$ cat src/rtl/ofifo_drain_ctrl.sv
// Output-FIFO drain controller: reads one row at a time from the output FIFO and writes it to SRAM.
// Optional stall counter output enabled by defining OFIFO_DRAIN_STALL_CNT_EN.
//
//   state | meaning
//   IDLE  | waiting for start
//   ISSUE | waiting for ofifo_valid & !hold to issue one read
//   WAIT  | read in flight, counting down RD_LAT to data valid
//   WRITE | sram_wen high for the captured row
//   DONE  | one-cycle done pulse
module ofifo_drain_ctrl #(
    parameter int COL    = 8,
    parameter int BW     = 4,
    parameter int ADDR_W = 11,
    parameter int RD_LAT = 2
) (
    input  logic                clk,
    input  logic                reset_n,
    input  logic                start,
    input  logic [ADDR_W-1:0]   num_rows,
    input  logic [ADDR_W-1:0]   base_addr,
    input  logic                ofifo_valid,
    input  logic                ofifo_full,
    input  logic [COL*BW-1:0]   ofifo_data,
    input  logic                hold,
    output logic                ofifo_rd,
    output logic                sram_wen,
    output logic [ADDR_W-1:0]   sram_addr,
    output logic [COL*BW-1:0]   sram_din,
    output logic                busy,
    output logic                done,
    output logic                err_full
`ifdef OFIFO_DRAIN_STALL_CNT_EN
    ,
    output logic [15:0]         stall_cnt
`endif
);

    typedef enum logic [2:0] {IDLE, ISSUE, WAIT, WRITE, DONE} state_t;

    state_t              state, state_nxt;
    logic [ADDR_W-1:0]   rows_q, rows_nxt;
    logic [ADDR_W-1:0]   base_q, base_nxt;
    logic [ADDR_W-1:0]   k, k_nxt, k_inc;
    logic [2:0]          cnt, cnt_nxt;
    logic                rd_nxt, wen_nxt, busy_nxt, done_nxt, err_nxt;
    logic [ADDR_W-1:0]   addr_nxt;
    logic [COL*BW-1:0]   din_nxt;
    logic                issue_ok;

    assign issue_ok = ofifo_valid && !hold;
    assign k_inc    = k + ADDR_W'(1);

    always_comb begin
        state_nxt = state;
        rows_nxt  = rows_q;
        base_nxt  = base_q;
        k_nxt     = k;
        cnt_nxt   = cnt;
        rd_nxt    = 1'b0;
        wen_nxt   = 1'b0;
        done_nxt  = 1'b0;
        addr_nxt  = sram_addr;
        din_nxt   = sram_din;
        err_nxt   = err_full | (ofifo_full && (state == IDLE || state == DONE));
        case (state)
            IDLE: begin
                if (start) begin
                    rows_nxt  = num_rows;
                    base_nxt  = base_addr;
                    k_nxt     = '0;
                    state_nxt = (num_rows == '0) ? DONE : ISSUE;
                end
            end
            ISSUE: begin
                if (issue_ok) begin
                    rd_nxt    = 1'b1;
                    cnt_nxt   = 3'(RD_LAT);
                    state_nxt = WAIT;
                end
            end
            WAIT: begin
                // Counter reaches zero in the cycle ofifo_data is valid.
                if (cnt == 3'd0) begin
                    din_nxt   = ofifo_data;
                    addr_nxt  = base_q + k;
                    wen_nxt   = 1'b1;
                    state_nxt = WRITE;
                end else begin
                    cnt_nxt = cnt - 3'd1;
                end
            end
            WRITE: begin
                k_nxt     = k_inc;
                state_nxt = (k_inc == rows_q) ? DONE : ISSUE;
            end
            DONE: begin
                state_nxt = IDLE;
            end
            default: state_nxt = IDLE;
        endcase
        if (state_nxt == DONE)
            done_nxt = 1'b1;
        busy_nxt = (state_nxt != IDLE);
    end

    always_ff @(posedge clk) begin
        if (!reset_n) begin
            state     <= IDLE;
            rows_q    <= '0;
            base_q    <= '0;
            k         <= '0;
            cnt       <= '0;
            ofifo_rd  <= 1'b0;
            sram_wen  <= 1'b0;
            sram_addr <= '0;
            sram_din  <= '0;
            busy      <= 1'b0;
            done      <= 1'b0;
            err_full  <= 1'b0;
        end else begin
            state     <= state_nxt;
            rows_q    <= rows_nxt;
            base_q    <= base_nxt;
            k         <= k_nxt;
            cnt       <= cnt_nxt;
            ofifo_rd  <= rd_nxt;
            sram_wen  <= wen_nxt;
            sram_addr <= addr_nxt;
            sram_din  <= din_nxt;
            busy      <= busy_nxt;
            done      <= done_nxt;
            err_full  <= err_nxt;
        end
    end

`ifdef OFIFO_DRAIN_STALL_CNT_EN
    logic [15:0] stall_nxt;

    always_comb begin
        stall_nxt = stall_cnt;
        if (state == IDLE && start)
            stall_nxt = '0;
        else if (state == ISSUE && !issue_ok && stall_cnt != 16'hFFFF)
            stall_nxt = stall_cnt + 16'd1;
    end

    always_ff @(posedge clk) begin
        if (!reset_n)
            stall_cnt <= '0;
        else
            stall_cnt <= stall_nxt;
    end
`endif

endmodule

$ cat config.mk
export PLATFORM = sky130hd
export DESIGN_NAME = ofifo_drain_ctrl
export DESIGN_NICKNAME = d
export VERILOG_FILES = /design/src/rtl/ofifo_drain_ctrl.sv
export SDC_FILE = /design/constraint.sdc
export NUM_CORES = 1
export LEC_CHECK = 0
export CAP_MARGIN = 15
export CORE_ASPECT_RATIO = 0.75
export CORE_UTILIZATION = 41
export CTS_CLUSTER_SIZE = 12
export DETAILED_ROUTE_END_ITERATION = 6
export PLACE_DENSITY = 0.72
export SLEW_MARGIN = 20
export SYNTH_ARGS = -nofsm -noshare
export SYNTH_HDL_FRONTEND = slang
export SYNTH_SLANG_ARGS = --single-unit
export TNS_END_PERCENT = 5
$ cat constraint.sdc
create_clock -name clk -period 3.8 [get_ports clk]
set_input_delay 0.57 -clock clk [delete_from_list [all_inputs] [get_ports clk]]
set_output_delay 0.57 -clock clk [all_outputs]
set_load 0.005 [all_outputs]
==> results.py <==
metrics = {
    "die": {
        "die_h_um": 87.5,
        "die_x_um": 116,
        "num_rows": 30,
        "dieArea_mm2": 0.0101,
        "start_util": 0.433,
        "core_area_mm2": 0.00923,
        "ios": 108,
    },
    "yosys": {
        "async_flop_share": 0,
        "avgSynthCellArea_um2": 7.86,
        "syn_area_mm2": 0.00400,
        "synth_xor_area_frac": 0.0417,
        "synth.distinct_cells": 48,
        "synthAdderAreaFrac": 0.0457,
        "synth-edff-count": 0,
        "synth_top_family_by_area": "simple AND/OR/NAND/NOR gates",
        "yosysWarnings": 0,
        "ys_seq_area_frac": 0.436,
        "synth-simple-area-share": 0.252,
        "syn_inst": 508,
        "synth_flop_cell": "dfxtp_1",
        "synth_compound_area_frac": 0.183,
        "synth-seq-cells": 87,
        "synthMuxAreaShare": 0,
        "syn-num-nets": 582,
    },
    "grt": {
        "grtUsageTotal": 0.214,
        "grt_pass1_vias": 3510,
        "antenna_found_initial": 0,
        "grt_max_degree": 36,
        "grt-ovfl-total": 0,
        "grt_pass1_wl_mm": 16.7,
    },
    "placement": {
        "place_congestion": 0.860,
        "place_hpwl_mm": 7.64,
        "place_ws_ps": 1420,
        "port_buffers": 107,
    },
    "worst_setup_path": {
        "critPathSlowestCell": "dfxtp_1",
        "endpoint_kind": "flip-flop",
        "max_stage_delay_ps": 460,
        "critPathArrivalTime_ps": 2630,
        "cp_top_family": "compound AO/OA/AOI/OAI gates",
        "worst_setup_path_start_kind": "flip-flop",
        "cp_max_fo": 7,
        "worstPathCellList": "ha_1 > inv_1 > fa_1 > and2b_1 > o31a_1 > o21ai_0 > o21ai_0 > xnor2_1 > a211oi_1",
        "worst-path-buf-inv": 1,
        "path_common_cell": "o21ai_0",
        "crit_required_ps": 4040,
        "path_class": "flip-flop to flip-flop",
    },
    "sta": {
        "setup-tns-final_ps": 0,
        "clock_skew_ps": 6.09,
        "hold_violations": 0,
        "rsz0062_at_grt": "false",
        "max_freq_mhz": 419,
        "fin_crit_sh": 0.628,
        "worstMarginPinSlew_ps": 827,
        "setup_ws_ps": 1420,
        "drv_slew": 0,
        "period_needed_ps": 2380,
        "slew_headroom": 0.447,
        "finalSetupViolations": 0,
    },
    "min_path": {
        "worstHoldPathType": "flip-flop to flip-flop",
    },
    "route": {
        "ant_nets": 0,
        "routedWlPerCell_um": 14.1,
        "drt_wl_total_mm": 10.4,
        "dr.pass1.iters": 4,
        "drtIter0Drc": 296,
        "drc": 0,
        "routed_via_density": 5.15,
        "vias": 3797,
    },
    "cts": {
        "cts_resized": 0,
        "cts_num_sinks": 87,
        "cts-root-buf": "clkbuf_16",
        "cts_hold_buf": 0,
        "clk_latency_ps": 330,
        "clk_pin_slew_worst_paths_ps": 60,
        "cts_setup_buffers": 0,
        "cts_buffers": 9,
        "h-tree-depth": 3,
        "ctsLongestPathBuffers": 2,
        "cts_tree": "yes",
    },
    "cells_and_area": {
        "nets": 678,
        "diodes": 0,
        "drive_above_1_share": 0.0476,
        "final_common_cell": "nand2_1",
        "fin_util": 0.600,
        "synthToLayoutAreaGrowth_pct": 38.7,
        "layout_common_cells": "131 x nand2_1, 107 x clkdlybuf4s50_1, 87 x dfxtp_1",
    },
    "power": {
        "vdd_ir_drop_max_v": 0.000236,
        "p_leak_nw": 2.02,
        "power.density_mw_per_mm2": 425,
    },
    "run": {
        "drv_cap": 0,
    },
    "outcome": {
        "status": "completed",
    },
}
worst reg2reg max path, cell delays in order (launching register included):
cell,delay [ps]
dfxtp_1,460
ha_1,250
inv_1,60
fa_1,370
and2b_1,240
o31a_1,180
o21ai_0,150
o21ai_0,260
xnor2_1,110
a211oi_1,230
kinds of logic after synthesis:
group	count (synthesis)
flops	87
compound gates	129
simple gates	222
buf+inv	37
xor+xnor	19
fa+ha+maj	14
routing by layer:
metal | GRT usage | up-vias | wire length (µm)
met4 | 0.0466 | 0 | 74
met2 | 0.325 | 117 | 4500
met3 | 0.0752 | 9 | 715
met1 | 0.291 | 1742 | 5120
li1 | - | 1929 | -
met5 | 0 | - | 0
per-stage QoR:
step | cells | area, µm² | hold slack [ps] | power (mW)
2_1_floorplan | 508 | 4000 | 441 | 1.10
3_3_place_gp | 721 | 5150 | 442 | 1.22
3_5_place_dp | 721 | 5150 | 448 | 1.23
4_1_cts | 737 | 5540 | 456 | 2.38
5_1_grt | 737 | 5540 | 470 | 2.44
6_report | 737 | 5540 | 455 | 2.35
state kept, by name, summed over array words and instances, names as in the netlist:
register   flops
sram_wen       1
base_q        11
err_full       1
done           1
busy           1
cnt            3
sram_din      32
ofifo_rd       1
k             11
sram_addr     11
state          3
rows_q        11
final timing paths:
| kind | startpoint | to | slack (ps) | depth (start not counted) |
|---|---|---|---|---|
| max | k[0]$_SDFFE_PN0P_ | sram_addr[10]$_SDFFE_PN0P_ | 1420 | 9 |
| min | sram_din[28]$_SDFFE_PN0P_ | sram_din[28]$_SDFFE_PN0P_ | 450 | 2 |
| max reg2reg | k[0]$_SDFFE_PN0P_ | sram_addr[10]$_SDFFE_PN0P_ | 1420 | 9 |
| min reg2reg | sram_din[28]$_SDFFE_PN0P_ | sram_din[28]$_SDFFE_PN0P_ | 450 | 2 |
cell type report:
cell class	count	area (µm²)
flip-flops and latches	87	1740
repair buffers	113	1120
fillers	853	3690
clock buffers	10	239
clock inverters	6	155
multi-input cells	384	2100
well taps	128	160
inverters	9	33.8
synth_stat cells, drive strengths merged (2+ instances only):
master / instances / area (µm²)
a22oi: 3 / 22.5
o21ai: 20 / 100
nand4: 4 / 40.0
ha: 13 / 163
inv: 8 / 30.0
nor2: 33 / 124
nand3b: 5 / 37.5
buf: 12 / 70.1
a21oi: 77 / 385
a31oi: 3 / 18.8
o21a: 4 / 30.0
nor3: 13 / 70.1
a211o: 2 / 17.5
and3b: 2 / 17.5
a21o: 2 / 15.0
nor2b: 3 / 18.8
nor4: 6 / 37.5
clkbuf: 16 / 61.3
dfxtp: 87 / 1740
or3: 2 / 17.5
and3: 4 / 25.0
nand2: 131 / 492
nand3: 9 / 50.1
xor2: 7 / 61.3
a211oi: 8 / 60.1
and2: 4 / 25.0
xnor2: 12 / 105
o21bai: 2 / 15.0
nand2b: 3 / 18.8
a21boi: 2 / 15.0
o31a: 2 / 17.5
where the power goes:
part           leakage [nW]  switching [mW]  internal, mW
clock                 0.193           0.354         0.792
combinational          1.12           0.113         0.126
sequential            0.706          0.0245         0.944
total                  2.02           0.492          1.86
Note: power is estimated with default switching activity, not from simulation.
